===== src/rtl/ahb_sram_pkg.sv =====
// Shared AHB codes, FSM state codes and byte-lane decode for the AHB-to-SRAM front end.
package ahb_sram_pkg;

    localparam logic [1:0] HTRANS_IDLE   = 2'd0;
    localparam logic [1:0] HTRANS_BUSY   = 2'd1;
    localparam logic [1:0] HTRANS_NONSEQ = 2'd2;
    localparam logic [1:0] HTRANS_SEQ    = 2'd3;

    localparam logic [2:0] HSIZE_BYTE = 3'd0;
    localparam logic [2:0] HSIZE_HALF = 3'd1;
    localparam logic [2:0] HSIZE_WORD = 3'd2;

    localparam logic HRESP_OKAY  = 1'b0;
    localparam logic HRESP_ERROR = 1'b1;

    localparam logic [2:0] ST_IDLE   = 3'd0;
    localparam logic [2:0] ST_WDATA  = 3'd1;
    localparam logic [2:0] ST_RSTALL = 3'd2;
    localparam logic [2:0] ST_RDATA  = 3'd3;
    localparam logic [2:0] ST_ERR1   = 3'd4;
    localparam logic [2:0] ST_ERR2   = 3'd5;

    typedef struct packed {
        logic [3:0] mask;
        logic       illegal;
    } lane_dec_t;

    // Misaligned or oversized transfers come back with an empty mask and illegal set.
    function automatic lane_dec_t lane_mask(input logic [2:0] size, input logic [1:0] a);
        lane_dec_t d;
        d.mask    = 4'b0000;
        d.illegal = 1'b0;
        case (size)
            HSIZE_BYTE: d.mask = 4'b0001 << a;
            HSIZE_HALF: begin
                if (a[0]) d.illegal = 1'b1;
                else      d.mask    = a[1] ? 4'b1100 : 4'b0011;
            end
            HSIZE_WORD: begin
                if (a != 2'b00) d.illegal = 1'b1;
                else            d.mask    = 4'b1111;
            end
            default: d.illegal = 1'b1;
        endcase
        return d;
    endfunction

endpackage


===== src/rtl/ahb_sram_rdmux.sv =====
// Read return path: remembers which bank a read went to and steers its four byte lanes
// onto hrdata during the read completion cycle, zero otherwise.
module ahb_sram_rdmux
    import ahb_sram_pkg::*;
(
    input  logic            clk,
    input  logic            rst,
    input  logic            load,
    input  logic            bank_in,
    input  logic            rd_en,
    input  logic [7:0][7:0] q,
    output logic [31:0]     hrdata
);

    logic bank_q;

    always_ff @(posedge clk or posedge rst) begin
        if (rst)       bank_q <= 1'b0;
        else if (load) bank_q <= bank_in;
    end

    always_comb begin
        hrdata = '0;
        if (rd_en) hrdata = bank_q ? q[7:4] : q[3:0];
    end

endmodule


===== src/rtl/ahb_sram_if.sv =====
// AHB-Lite slave front end for the two-bank byte-lane SRAM core. Reads and writes are
// zero-wait; a read address phase landing on a write data phase costs one stall cycle.
module ahb_sram_if
    import ahb_sram_pkg::*;
#(
    parameter int AW       = 13,
    parameter int BANK_BIT = 15
) (
    input  logic          clk,
    input  logic          rst,
    input  logic          hsel,
    input  logic [1:0]    htrans,
    input  logic          hwrite,
    input  logic [2:0]    hsize,
    input  logic [15:0]   haddr,
    input  logic [31:0]   hwdata,
    input  logic          hready_in,
    output logic          hready_out,
    output logic          hresp,
    output logic [31:0]   hrdata,
    output logic [3:0]    bank0_csn,
    output logic [3:0]    bank1_csn,
    output logic          sram_we,
    output logic [31:0]   sram_wdata,
    output logic [AW-1:0] sram_addr,
    input  logic [7:0]    sram_q0,
    input  logic [7:0]    sram_q1,
    input  logic [7:0]    sram_q2,
    input  logic [7:0]    sram_q3,
    input  logic [7:0]    sram_q4,
    input  logic [7:0]    sram_q5,
    input  logic [7:0]    sram_q6,
    input  logic [7:0]    sram_q7
);

    logic [2:0]      state, state_nxt;
    logic            accept;
    lane_dec_t       dec;
    logic            addr_bank;
    logic [AW-1:0]   addr_word;
    logic            load_wr, stall_rd, issue_rd;

    logic            wr_bank;
    logic [3:0]      wr_lanes;
    logic [AW-1:0]   wr_addr;
    logic            rd_bank;
    logic [AW-1:0]   rd_addr;
    logic [7:0][7:0] q_all;

    // Gating with rst keeps a live address phase from reaching the SRAM while in reset.
    assign accept    = hsel && (htrans == HTRANS_NONSEQ || htrans == HTRANS_SEQ) && hready_in && !rst;
    assign dec       = lane_mask(hsize, haddr[1:0]);
    assign addr_bank = haddr[BANK_BIT];
    assign addr_word = haddr[AW+1:2];

    always_comb begin
        state_nxt = state;
        load_wr   = 1'b0;
        stall_rd  = 1'b0;
        issue_rd  = 1'b0;
        case (state)
            ST_RSTALL: state_nxt = ST_RDATA;
            ST_ERR1:   state_nxt = ST_ERR2;
            default: begin
                state_nxt = ST_IDLE;
                if (accept) begin
                    if (dec.illegal) begin
                        state_nxt = ST_ERR1;
                    end else if (hwrite) begin
                        load_wr   = 1'b1;
                        state_nxt = ST_WDATA;
                    end else if (state == ST_WDATA) begin
                        // The write owns the SRAM this cycle; park the read for one cycle.
                        stall_rd  = 1'b1;
                        state_nxt = ST_RSTALL;
                    end else begin
                        issue_rd  = 1'b1;
                        state_nxt = ST_RDATA;
                    end
                end
            end
        endcase
    end

    always_ff @(posedge clk or posedge rst) begin
        if (rst) begin
            state    <= ST_IDLE;
            wr_bank  <= 1'b0;
            wr_lanes <= '0;
            wr_addr  <= '0;
            rd_bank  <= 1'b0;
            rd_addr  <= '0;
        end else begin
            state <= state_nxt;
            if (load_wr) begin
                wr_bank  <= addr_bank;
                wr_lanes <= dec.mask;
                wr_addr  <= addr_word;
            end
            if (stall_rd) begin
                rd_bank <= addr_bank;
                rd_addr <= addr_word;
            end
        end
    end

    always_comb begin
        bank0_csn  = 4'hF;
        bank1_csn  = 4'hF;
        sram_we    = 1'b0;
        sram_addr  = '0;
        sram_wdata = '0;
        if (state == ST_WDATA) begin
            if (wr_bank) bank1_csn = ~wr_lanes;
            else         bank0_csn = ~wr_lanes;
            sram_we    = 1'b1;
            sram_addr  = wr_addr;
            sram_wdata = hwdata;
        end else if (state == ST_RSTALL) begin
            if (rd_bank) bank1_csn = 4'h0;
            else         bank0_csn = 4'h0;
            sram_addr = rd_addr;
        end else if (issue_rd) begin
            if (addr_bank) bank1_csn = 4'h0;
            else           bank0_csn = 4'h0;
            sram_addr = addr_word;
        end
    end

    assign hready_out = !(state == ST_RSTALL || state == ST_ERR1);
    assign hresp      = (state == ST_ERR1 || state == ST_ERR2) ? HRESP_ERROR : HRESP_OKAY;
    assign q_all      = {sram_q7, sram_q6, sram_q5, sram_q4, sram_q3, sram_q2, sram_q1, sram_q0};

    ahb_sram_rdmux u_rdmux (
        .clk     (clk),
        .rst     (rst),
        .load    (issue_rd || state == ST_RSTALL),
        .bank_in (issue_rd ? addr_bank : rd_bank),
        .rd_en   (state == ST_RDATA),
        .q       (q_all),
        .hrdata  (hrdata)
    );

endmodule

===== config.mk =====
export PLATFORM = sky130hd
export DESIGN_NAME = ahb_sram_if
export DESIGN_NICKNAME = d
export VERILOG_FILES = /design/src/rtl/ahb_sram_pkg.sv /design/src/rtl/ahb_sram_rdmux.sv /design/src/rtl/ahb_sram_if.sv
export SDC_FILE = /design/constraint.sdc
export NUM_CORES = 1
export LEC_CHECK = 0
export BUFFER_PORTS_ARGS = -buffer_cell sky130_fd_sc_hd__buf_2
export CORE_MARGIN = 2
export CORE_UTILIZATION = 40
export DETAILED_ROUTE_END_ITERATION = 10
export PLACE_DENSITY_LB_ADDON = 0.1
export SLEW_MARGIN = 20
export SYNTH_ARGS = -nofsm -noshare
export SYNTH_HDL_FRONTEND = slang
export SYNTH_SLANG_ARGS = --single-unit

===== constraint.sdc =====
create_clock -name clk -period 2.4 [get_ports clk]
set_input_delay 0.24 -clock clk [delete_from_list [all_inputs] [get_ports clk]]
set_output_delay 0.24 -clock clk [all_outputs]
set_load 0.02 [all_outputs]

==> qor.csv <==
metric,value,unit
status,finished with violations,
failing checks,DRC,
# H-tree levels,2,
crit path time final,2.28,ns
core footprint,0.00642,mm²
DR vias,2823,
ys async rst share,100,%
"top cells by area, synth","dfrtp_1, mux2i_1, mux2_2",
IO buf count,208,
Post-synth EDFFs,0,
CTS sink cnt,36,
final std cells w/o fill,559,
Root Buffer,clkbuf_8,
Setup crit end kind,primary output,
Post-Synthesis Cells,275,
CTS tree,done,
Yosys top cell area share,33.6,%
"Hold Vio Cnt, Final",0,
vias in the first global route,2623,
hold_buf cts,0,
Setup CP Type,register to primary output,
"Cell Area, Synth",0.00268,mm²
die area,0.00737,mm²
GRT Resource Usage Total,19.8,%
Nets,601,
1st-iter DRT viols,94,
"Top FF cell, synth",dfrtp_1,
row count,29,
Antenna Nets Post-Route,0,
final core occ,60.6,%
Setup crit start kind,register,
Post-synth top cells,"nor2_1, dfrtp_1, mux2i_1",
CTS buffer count,5,
Setup Viol. Count Final,0,
antenna violations before repair,2,
Worst Clk Skew,0.00386,ns
Hold Crit Class,input pin to asynchronous set/reset pin,
synth unique cells,46,
io pins,210,
"Data required, critical path",2.16,ns
WP data arrival,2.04,ns
Fin Setup TNS,0,ns
first-pass GRT wire length,11.9,mm
"Power, Total",2.81,mW
area growth from synthesis to layout,45.3,%
flop2flop setup slack,0.43,ns
fin. max-slew vios,0,
hold slack,0.0599,ns
RD Place Congestion,0.764,
worst ir drop on vdd,483,µV
Detailed Routing Iterations Pass 1,7,
Worst-Skew Late Latency,0.28,ns
Yosys Warn Count,0,
Slew HR,69.4,%
die width,85.9,µm
Crit-path slowest cell,or4b_2,
r2r worst-path depth,6,
Post-route DRC,15,
Initial Utilization,41.7,%
period utilization,94.9,%
Worst R2R Start,state[2],
Clock Path Buffers,2,
wire per inst,14.1,µm
worst slew pin tran,0.458,ns
max-cap viol count,0,
CP Max Fanout,5,
net count after synthesis,397,
Mean Syn Cell Area,9.75,µm²
R2R Path End,wr_lanes[1],
Buf/Inv on CP,1,
Fmax,439,MHz
"area leader, netlist",dfrtp_1,
PwrDens,720,mW/mm²
Inst Count DP,549,
post-synthesis sequential area ratio,33.6,%
Clock Pin Slew Worst Setup and Hold Paths,0.07,ns
worst path cell trace,or4b_2 -> nand3_1 -> o31ai_2 -> a31oi_1 -> buf_2,
# Post-CTS Setup Buffers,0,
Die Y,85.9,µm
Overflow after GRT,0,
layout cell share with drive strength beyond 1,53.8,%
RSZ-0062 raised after global routing,no,
register bit total from synthesis,36,
Via density,5.05,
kind of cell adding the most delay to the critical path,simple AND/OR/NAND/NOR gates,
leakage,2.21,nW
largest net degree at the start of global routing,37,
top-count cell post-synth,nor2_1,
"slowest stage delay, CP",0.73,ns
dpl hpwl,6.20,mm
final wirelength,7.90,mm
[layout make-up]
type                            count  area (µm²)
Fill cell                         590        2530
Multi-Input combinational cell    211        1620
Timing Repair Buffer              219        1140
Sequential cell                    36         903
Tap cell                           77        96.3
Clock buffer                        6        72.6
Clock inverter                      2        35.0
Inverter                            6        22.5
Antenna cell                        2        5.00
[metrics by stage]
stage	setup WS [ns]	instance area (µm²)
2_1_floorplan	0.364	2680
6_report	0.122	3890
3_3_place_gp	0.436	3780
5_1_grt	0.0135	3890
3_5_place_dp	0.410	3780
4_1_cts	0.0885	3890
[power breakdown]
group          switching (mW)  internal (mW)  total (mW)
registers               0.115          0.700       0.815
logic                   0.818          0.653        1.47
clock network           0.211          0.308       0.519
[worst max path at each step]
stage | slack (ns) | endpoint | from | cells after the start
after floorplan | 0.36 | bank1_csn[0] | state[0] | 5
after global placement | 0.44 | bank1_csn[2] | state[1] | 5
after detailed placement | 0.41 | bank1_csn[2] | state[1] | 5
after CTS | 0.09 | bank1_csn[2] | state[1] | 5
after global routing | 0.01 | bank1_csn[0] | state[0] | 5
final | 0.12 | bank1_csn[2] | state[0] | 5
[routing by layer]
layer | part of all wire [%] | wire [µm] | GRT usage [%]
met5 | 0 | 0 | 0
met4 | 0.96 | 76 | 4.33
met3 | 7.9 | 624 | 5.10
met2 | 52 | 4080 | 37.6
met1 | 39 | 3120 | 22.2
[registers in the layout, indices dropped and copies added, names as in the netlist]
signal	count
u_rdmux.bank_q	1
wr_lanes	4
wr_addr	13
wr_bank	1
state	3
rd_bank	1
rd_addr	13
[worst reg2reg max path: stages (launching register included)]
cell and delay (ns):
dfrtp_1 0.40, buf_4 0.21, and2b_2 0.23, o21bai_4 0.16, nor3b_2 0.17, buf_4 0.30, mux2_2 0.38
[cells by family (layout without fill, tap and decap cells)]
group | Yosys count | count (layout) | synth area share, %
AO/OA/AOI/OAI | 48 | 48 | 14.6
XOR/XNOR | 1 | 1 | 0.327
buffers and inverters | 28 | 233 | 5.79
flip-flops | 36 | 36 | 33.6
multiplexers | 65 | 65 | 25.8
other | 0 | 2 | 0
AND/OR/NAND/NOR | 97 | 97 | 19.9
[placed cells by master, fill, tap and decap left out, types with 2 or more instances in the layout]
| cell | count |
|---|---|
| dfrtp_1 | 34 |
| o2bb2ai_1 | 14 |
| nand2_1 | 4 |
| o211ai_2 | 2 |
| buf_2 | 208 |
| a22oi_1 | 13 |
| and2_1 | 32 |
| nor2_1 | 38 |
| mux2i_1 | 33 |
| inv_1 | 5 |
| a31oi_1 | 4 |
| o21ai_0 | 5 |
| nor3_1 | 3 |
| dfrtp_2 | 2 |
| diode_2 | 2 |
| mux2_1 | 13 |
| nand3b_1 | 2 |
| clkbuf_8 | 5 |
| buf_4 | 10 |
| nor2b_1 | 4 |
| mux2_2 | 19 |
| and3_1 | 3 |
[what timing repair did]
action / in CTS / in global routing
setup endpoints to repair: 0 / 6
hold endpoints to repair: 0 / 0
gates resized for setup: 0 / 1
Note: power is estimated with default switching activity, not from simulation.
